File: config.mk
export PLATFORM = sky130hd
export DESIGN_NAME = packet_mem_to_tx
export DESIGN_NICKNAME = d
export VERILOG_FILES = /design/src/rtl/pkt_mem_pkg.sv /design/src/rtl/packet_mem_to_tx_crc32_byte.sv /design/src/rtl/packet_mem_to_tx.sv
export SDC_FILE = /design/constraint.sdc
export NUM_CORES = 1
export LEC_CHECK = 0
export ABC_CLOCK_PERIOD_IN_PS = 4490
export CAP_MARGIN = 25
export CORE_MARGIN = 3
export CORE_UTILIZATION = 30
export DETAILED_ROUTE_END_ITERATION = 10
export SLEW_MARGIN = 0
export SYNTH_ARGS = -nofsm -noshare
export SYNTH_HDL_FRONTEND = slang
export SYNTH_SLANG_ARGS = --single-unit
File: constraint.sdc
create_clock -name iclk -period 4.49 [get_ports iclk]
set_input_delay 0.898 -clock iclk [delete_from_list [all_inputs] [get_ports iclk]]
set_output_delay 0.898 -clock iclk [all_outputs]
set_load 0.005 [all_outputs]
File: src/rtl/pkt_mem_pkg.sv
// Shared definitions for the packet-memory copy path (RX copy stage and TX serialiser):
// FSM encoding, GMII framing constants, CRC-32 constants and default widths.
package pkt_mem_pkg;

    localparam int DEF_MEM_WIDTH = 11;
    localparam int DEF_LEN_WIDTH = 11;

    localparam logic [7:0]  PREAMBLE_BYTE = 8'h55;
    localparam logic [7:0]  SFD_BYTE      = 8'hD5;

    localparam logic [31:0] CRC32_POLY    = 32'h04C11DB7;
    localparam logic [31:0] CRC32_INIT    = 32'hFFFFFFFF;
    // Remainder seen by a receiver that runs the CRC across payload plus FCS.
    localparam logic [31:0] CRC32_RESIDUE = 32'hDEBB20E3;

    typedef enum logic [2:0] {
        ST_IDLE,
        ST_PREAMBLE,
        ST_SFD,
        ST_PAYLOAD,
        ST_FCS,
        ST_IFG
    } tx_state_e;

    function automatic logic [31:0] reflect32(input logic [31:0] v);
        logic [31:0] r;
        for (int i = 0; i < 32; i++) begin
            r[i] = v[31-i];
        end
        return r;
    endfunction

endpackage

File: src/rtl/packet_mem_to_tx_crc32_byte.sv
// Combinational byte-wise CRC-32 update (reflected Ethernet form); no init or final
// inversion here, the caller owns both.
module crc32_byte
    import pkt_mem_pkg::*;
(
    input  logic [31:0] crc_in,
    input  logic [7:0]  data_in,
    output logic [31:0] crc_out
);

    localparam logic [31:0] POLY_REFL = reflect32(CRC32_POLY);

    logic [31:0] c;

    always_comb begin
        c = crc_in ^ {24'h0, data_in};
        for (int i = 0; i < 8; i++) begin
            c = c[0] ? ((c >> 1) ^ POLY_REFL) : (c >> 1);
        end
        crc_out = c;
    end

endmodule

File: src/rtl/packet_mem_to_tx.sv
// Pops stored packets from packet memory and serialises them as GMII frames.
// Define PKT_TX_FCS_EN to append a CRC-32 FCS after the payload.
//
// state    | meaning
// IDLE     | waiting for a complete packet; zero-length packets are popped here
// PREAMBLE | pPREAMBLE_LEN bytes of 0x55
// SFD      | 0xD5, first payload byte fetched
// PAYLOAD  | one byte per clock from memory, next byte fetched alongside
// FCS      | four CRC bytes, LSB first (PKT_TX_FCS_EN only)
// IFG      | pIFG idle clocks
module packet_mem_to_tx
    import pkt_mem_pkg::*;
#(
    parameter int pMEM_WIDTH    = DEF_MEM_WIDTH,
    parameter int pLEN_WIDTH    = DEF_LEN_WIDTH,
    parameter int pIFG          = 12,
    parameter int pPREAMBLE_LEN = 7
)(
    input  logic                  iclk,
    input  logic                  i_rst,
    input  logic                  iempty,
    input  logic [pLEN_WIDTH-1:0] ilen_pac,
    input  logic [7:0]            ir_data,
    output logic [pMEM_WIDTH-1:0] or_addr,
    output logic                  ord_en,
    output logic                  opkt_pop,
    output logic                  otx_en,
    output logic [7:0]            otx_d,
    output logic                  otx_er,
    output logic                  obusy
);

    localparam int TMR_MAX_A = (pIFG > pPREAMBLE_LEN) ? pIFG : pPREAMBLE_LEN;
    localparam int TMR_MAX   = (TMR_MAX_A > 4) ? TMR_MAX_A : 4;
    localparam int TMR_W     = $clog2(TMR_MAX + 1);

    tx_state_e             state_q, state_d;
    logic [TMR_W-1:0]      timer_q, timer_d;
    logic [pLEN_WIDTH-1:0] cnt_q, cnt_d;
    logic [pLEN_WIDTH-1:0] len_q, len_d;
    logic [pMEM_WIDTH-1:0] rd_ptr_q, rd_ptr_d;

`ifdef PKT_TX_FCS_EN
    // Accumulates over payload, then holds the inverted FCS and shifts it out.
    logic [31:0] crc_q, crc_d, crc_nxt;

    crc32_byte u_crc32_byte (
        .crc_in  (crc_q),
        .data_in (ir_data),
        .crc_out (crc_nxt)
    );
`endif

    always_ff @(posedge iclk or negedge i_rst) begin
        if (!i_rst) begin
            state_q  <= ST_IDLE;
            timer_q  <= '0;
            cnt_q    <= '0;
            len_q    <= '0;
            rd_ptr_q <= '0;
`ifdef PKT_TX_FCS_EN
            crc_q    <= CRC32_INIT;
`endif
        end else begin
            state_q  <= state_d;
            timer_q  <= timer_d;
            cnt_q    <= cnt_d;
            len_q    <= len_d;
            rd_ptr_q <= rd_ptr_d;
`ifdef PKT_TX_FCS_EN
            crc_q    <= crc_d;
`endif
        end
    end

    always_comb begin
        state_d  = state_q;
        timer_d  = timer_q;
        cnt_d    = cnt_q;
        len_d    = len_q;
        rd_ptr_d = rd_ptr_q;
`ifdef PKT_TX_FCS_EN
        crc_d    = crc_q;
`endif
        ord_en   = 1'b0;
        or_addr  = '0;
        opkt_pop = 1'b0;
        otx_en   = 1'b0;
        otx_d    = 8'h00;

        case (state_q)
            ST_IDLE: begin
                if (!iempty) begin
                    if (ilen_pac == '0) begin
                        // Reset parks the FSM here; keep the pop quiet until released.
                        opkt_pop = i_rst;
                    end else begin
                        len_d   = ilen_pac;
                        timer_d = TMR_W'(pPREAMBLE_LEN - 1);
                        state_d = ST_PREAMBLE;
                    end
                end
            end

            ST_PREAMBLE: begin
                otx_en = 1'b1;
                otx_d  = PREAMBLE_BYTE;
                if (timer_q == '0) begin
                    state_d = ST_SFD;
                end else begin
                    timer_d = timer_q - TMR_W'(1);
                end
            end

            ST_SFD: begin
                otx_en  = 1'b1;
                otx_d   = SFD_BYTE;
                ord_en  = 1'b1;
                or_addr = rd_ptr_q;
                cnt_d   = '0;
                state_d = ST_PAYLOAD;
`ifdef PKT_TX_FCS_EN
                crc_d   = CRC32_INIT;
`endif
            end

            ST_PAYLOAD: begin
                otx_en = 1'b1;
                otx_d  = ir_data;
`ifdef PKT_TX_FCS_EN
                crc_d  = crc_nxt;
`endif
                if (cnt_q != len_q - pLEN_WIDTH'(1)) begin
                    ord_en  = 1'b1;
                    or_addr = rd_ptr_q + pMEM_WIDTH'(cnt_q) + pMEM_WIDTH'(1);
                    cnt_d   = cnt_q + pLEN_WIDTH'(1);
                end else begin
                    rd_ptr_d = rd_ptr_q + pMEM_WIDTH'(len_q);
                    opkt_pop = 1'b1;
`ifdef PKT_TX_FCS_EN
                    crc_d    = ~crc_nxt;
                    timer_d  = TMR_W'(3);
                    state_d  = ST_FCS;
`else
                    timer_d  = TMR_W'(pIFG - 1);
                    state_d  = ST_IFG;
`endif
                end
            end

`ifdef PKT_TX_FCS_EN
            ST_FCS: begin
                otx_en = 1'b1;
                otx_d  = crc_q[7:0];
                crc_d  = {8'h00, crc_q[31:8]};
                if (timer_q == '0) begin
                    timer_d = TMR_W'(pIFG - 1);
                    state_d = ST_IFG;
                end else begin
                    timer_d = timer_q - TMR_W'(1);
                end
            end
`endif

            ST_IFG: begin
                if (timer_q == '0) begin
                    state_d = ST_IDLE;
                end else begin
                    timer_d = timer_q - TMR_W'(1);
                end
            end

            default: begin
                state_d = ST_IDLE;
            end
        endcase
    end

    assign otx_er = 1'b0;
    assign obusy  = (state_q != ST_IDLE);

endmodule
# ---- Word level (Yosys, flattened, before mapping)
# Cells that the tools add are included.
dict set report classes {
  mux 23
  reduce_logical 13
  bitwise_logic 3
  n_eq_ne 12
  addsub 6
}
# op n
set op_table {}
lappend op_table {{11-bit one-hot mux with 2 select lines} 2}
lappend op_table {{8-bit one-hot mux with 3 select lines} 1}
lappend op_table {{11-bit by 1-bit adder with 11-bit output, second input constant} 2}
lappend op_table {{11-bit adder} 2}
lappend op_table {{11-bit two-way mux} 2}
lappend op_table {{4-bit two-way mux} 4}
lappend op_table {{3-bit two-way mux} 5}
lappend op_table {{3-bit one-hot mux with 5 select lines} 1}
lappend op_table {{2-bit inequality test, second input constant} 7}
lappend op_table {{4-bit one-hot mux with 3 select lines} 1}
lappend op_table {{11-bit logical NOT} 1}
lappend op_table {{11-bit inequality test} 1}
lappend op_table {{11-bit by 1-bit subtractor with 11-bit output, second input constant} 1}
lappend op_table {{5-bit AND reduction} 2}
lappend op_table {{3-bit by 2-bit == test with 1-bit output, second input constant} 2}
lappend op_table {{3-bit nonzero test} 2}
lappend op_table {{1-bit two-way mux} 5}
lappend op_table {{4-bit logical NOT} 1}
lappend op_table {{1-bit one-hot mux with 2 select lines} 2}
lappend op_table {{2-bit AND reduction} 2}
lappend op_table {{4-bit by 1-bit subtractor with 4-bit output, second input constant} 1}
lappend op_table {{3-bit by 1-bit == test with 1-bit output, second input constant} 1}
lappend op_table {{3-bit == test, second input constant} 1}
lappend op_table {{3-bit logical NOT} 1}
lappend op_table {{5 further kinds} 7}
dict set report word_totals {
  ff_bits 40
}

# ---- Longest topological paths before layout
dict set report depth {
  word_depth 4
  mapped_depth 10
  ltp_nobuf 10
}

# ---- Least setup slack after synthesis
# No wires, ideal clock.
dict set report synth_path {
  path_type {register to output}
  from {register len_q[1]}
  to {output or_addr[2]}
  stages_incl_launch_ff 11
  arrival_ns 2.359
  setup_slack_ns 1.233
  path_cell_list {dfrtp_1 > inv_1 > ha_1 > nor3b_1 > a21oi_1 > a2111oi_2 > nand4_4 > o21ai_4 > buf_4 > buf_2 > o21ai_0}
}
dict set report synth_via {
  elab_chain_len 4
}
# item line_no
set synth_rtl {}
lappend synth_rtl {{start, declared} packet_mem_to_tx.sv:40} ;# logic [pLEN_WIDTH-1:0] len_q, len_d;
lappend synth_rtl {{start signal, assigned} packet_mem_to_tx.sv:68} ;# len_q <= len_d;
lappend synth_rtl {{11-bit by 1-bit subtractor with 11-bit output} packet_mem_to_tx.sv:133} ;# if (cnt_q != len_q - pLEN_WIDTH'(1)) begin
lappend synth_rtl {{11-bit inequality test} packet_mem_to_tx.sv:133}
lappend synth_rtl {{11-bit two-way mux} packet_mem_to_tx.sv:133}
lappend synth_rtl {{11-bit one-hot mux with 2 select lines} packet_mem_to_tx.sv:91} ;# case (state_q)
lappend synth_rtl {{end, declared} packet_mem_to_tx.sv:24} ;# output logic [pMEM_WIDTH-1:0] or_addr,
# Every way passes these cells.

# ---- Worst setup path after layout
dict set report layout_path {
  from {register len_q[1]}
  to {output or_addr[10]}
}
# The elaborated chain is that of the path after synthesis.

==> summary.md <==
| Metric | Value |
|---|---|
| Worst path arrival time | `3.41 ns` |
| Die ar. | `12,700 um^2` |
| Commonest cells in the synthesized netlist | `40 x dfrtp_1, 32 x nand2_1, 28 x o21ai_0` |
| FP Rows | `38` |
| Die W | `113 um` |
| Synth warn | `0` |
| Pwr dens | `592 nW/um^2` |
| Worst Path Required | `3.59 ns` |
| CTS max path bufs | `2` |
| Fillers | `1,091` |
| Mean Syn Cell Area | `8.96 um^2` |
| Max-slew headroom | `31.5%` |
| H-tree Lvls | `2` |
| GRT Overall Usage | `14.0%` |
| Setup_tns | `0 ns` |
| Multi-input gate area | `2280 um^2` |
| Antenna-violating nets left | `0` |
| CTS tree | `done` |
| Post-layout nets | `477` |
| Wire per inst | `15.7 um` |
| Synth Flop Type | `dfrtp_1` |
| Setup violators final | `0` |
| Max-Cap Viols | `0` |
| Post-synthesis cell area | `3410 um^2` |
| RSZ-0062 raised after global routing | `false` |
| Drt drc | `0` |
| Largest net degree at the start of global routing | `41` |
| DR pass1 iterations | `4` |
| Via count | `3,068` |
| Share of the synthesized area in the top cell type | `29.3%` |
| Tcrit/Tclk final | `95.9%` |
| Initial antenna violation count | `0` |
| Area Overhead vs Synth | `22.5%` |
| Synth cell types | `63` |
| P_leak | `1.74 nW` |
| Synthesis-stage register bit count | `40` |
| FF+latch area | `1000 um^2` |
| Cells after synthesis | `381` |
| Post-synth EDFFs | `0` |
| WL final | `8950 um` |
| # diodes | `0` |
| Vias/cell | `5.37` |
| Setup WS pre-CTS | `0.446 ns` |
| # clock sinks | `40` |
| Hold WC Path Type | `flop to flop` |
| Clk_lat worst skew | `0.29 ns` |
| DRT iter0 DRCs | `166` |
| Cell taking the most area after synthesis | `dfrtp_1` |
| Final Wtd Congestion | `0.796` |
| Clock Skews | `0.00422 ns` |
| Leading post-synthesis cells by cell area | `dfrtp_1 29%, ha_1 8.4%, mux2_2 5.6%` |
| CP endpoint kind | `output port` |
| Tightest Pin Transition | `1.02 ns` |
| Ys async rst share | `100%` |
| Fin. Hold Viols | `0` |
| Hpwl dp | `6910 um` |
| First-pass GRT wire length | `14,400 um` |
| Most frequent cell after synthesis | `dfrtp_1` |
| Maximum vdd drop | `0.000258 V` |
| Slew Limit Fails | `0` |
| Ports | `46` |
| FMAX | `232 MHz` |
| CTS buffer count | `5` |
| Clock slew at reported path FFs | `0.06 ns` |
| Root buffer cell | `clkbuf_16` |
| Initial Utilization | `31.1%` |
| Mapped Nets | `428` |
| Share of cells above drive strength 1 | `11.4%` |
| Post-synthesis sequential area ratio | `29.3%` |
| Number of global-route vias before repair | `2,968` |
| Max FO, Critical Path | `7` |
| PortBufs | `44` |
| Core ar. | `11,000 um^2` |
| Total grt overflow | `0` |
| Final Worst Setup Slack | `0.185 ns` |
| Die Ht | `113 um` |
| Kind of critical path | `flop to output port` |
| Status | `completed` |
| Startpoint types | `flop` |
| Cts hold-fix bufs | `0` |
| Minimum clock period | `4.31 ns` |
critical path, stage by stage, from the launching register on:
cell and delay, ns:
dfrtp_1 0.43, inv_1 0.14, ha_1 0.26, nand2b_1 0.09
or4b_1 0.51, o211ai_1 0.16, nand4_2 0.32, o21ai_4 0.36
and3b_1 0.22, o22a_1 0.18, clkdlybuf4s50_1 0.45
per-stage QoR:
stage                     cell area [um^2]  power (W)  hold WS [ns]  instances  utilization (%)
after global placement                4000    0.00205         0.510        559             36.4
after floorplan                       3410    0.00164         0.468        381                -
after global routing                  4180    0.00269         0.532        571             38.1
final                                 4180    0.00248         0.522        571             38.1
after detailed placement              4000    0.00208         0.511        559             36.4
after CTS                             4150    0.00246         0.523        567             37.7
worst paths after layout:
path | from | endpoint | slack [ns] | depth (start not counted)
min reg2reg | rd_ptr_q[10] | rd_ptr_q[10] | 0.52 | 1
max | len_q[1] | or_addr[10] | 0.18 | 10
min | rd_ptr_q[10] | rd_ptr_q[10] | 0.52 | 1
max reg2reg | len_q[0] | rd_ptr_q[6] | 1.23 | 8
min in group asynchronous | i_rst | state_q[0] | 0.69 | 2
max in group asynchronous | i_rst | len_q[7] | 3.43 | 2
report_power, final:
| group | leakage [nW] | internal, W | switching, W | total, W |
|---|---|---|---|---|
| Combinational | 1.15 | 0.000708 | 0.000700 | 0.00141 |
| Sequential | 0.517 | 0.000482 | 0.000225 | 0.000707 |
| Clock | 0.0712 | 0.000222 | 0.000140 | 0.000362 |
per-layer routing:
metal / global-route usage (%) / wire, um / up-vias
met5: 0 / 0 / -
met4: 4.49 / 200 / 0
met3: 3.50 / 398 / 17
met2: 23.9 / 4390 / 69
met1: 17.2 / 3960 / 1475
li1: - / - / 1507
registers in the layout (all words and copies together), names as in the netlist:
signal / cells
cnt_q: 11
len_q: 11
rd_ptr_q: 11
state_q: 3
timer_q: 4
final cells by class:
cell class              instances  area share [%]
multi-input cells             310            54.5
repair buffers                 53            12.0
clock buffers                   8            3.50
well taps                     140            4.19
inverters                      20            1.80
flip-flops and latches         40            23.9
logic make-up (layout without fill, tap and decap cells):
group	Yosys count	after routing	synth area share [%]
AOI/OAI and AO/OA	103	104	20.4
xor gates and xnor gates	28	28	7.59
adders and majority gates	25	25	9.60
buffers and inverters	32	81	4.29
DFF	40	40	29.3
muxes	21	21	6.78
other	1	1	0.110
and+or+nand+nor	131	131	21.9
cells in the final DEF, fill, tap and decap left out, drive strengths merged, types with 4 or more instances in the layout:
| cell | count |
|---|---|
| nor2 | 22 |
| inv | 20 |
| clkdlybuf4s50 | 43 |
| clkbuf | 8 |
| nor3 | 11 |
| o211ai | 8 |
| and3 | 7 |
| xnor2 | 18 |
| dfrtp | 40 |
| or3 | 6 |
| o21a | 5 |
| o21ai | 31 |
| nand2b | 9 |
| a31oi | 5 |
| buf | 10 |
| nor2b | 8 |
| nand3 | 11 |
| o22ai | 4 |
| mux2 | 17 |
| a21oi | 15 |
| o31ai | 4 |
| nand2 | 32 |
| nor4 | 8 |
| xor2 | 9 |
| ha | 23 |
| a21o | 6 |
| mux2i | 4 |
repair_timing:
item / 4_1_cts / 5_1_grt
endpoints found under the setup margin: 0 / 10
resized for setup: 0 / 1
setup buffers: 0 / 3
No activity file was read; power rests on OpenSTA's default activity.
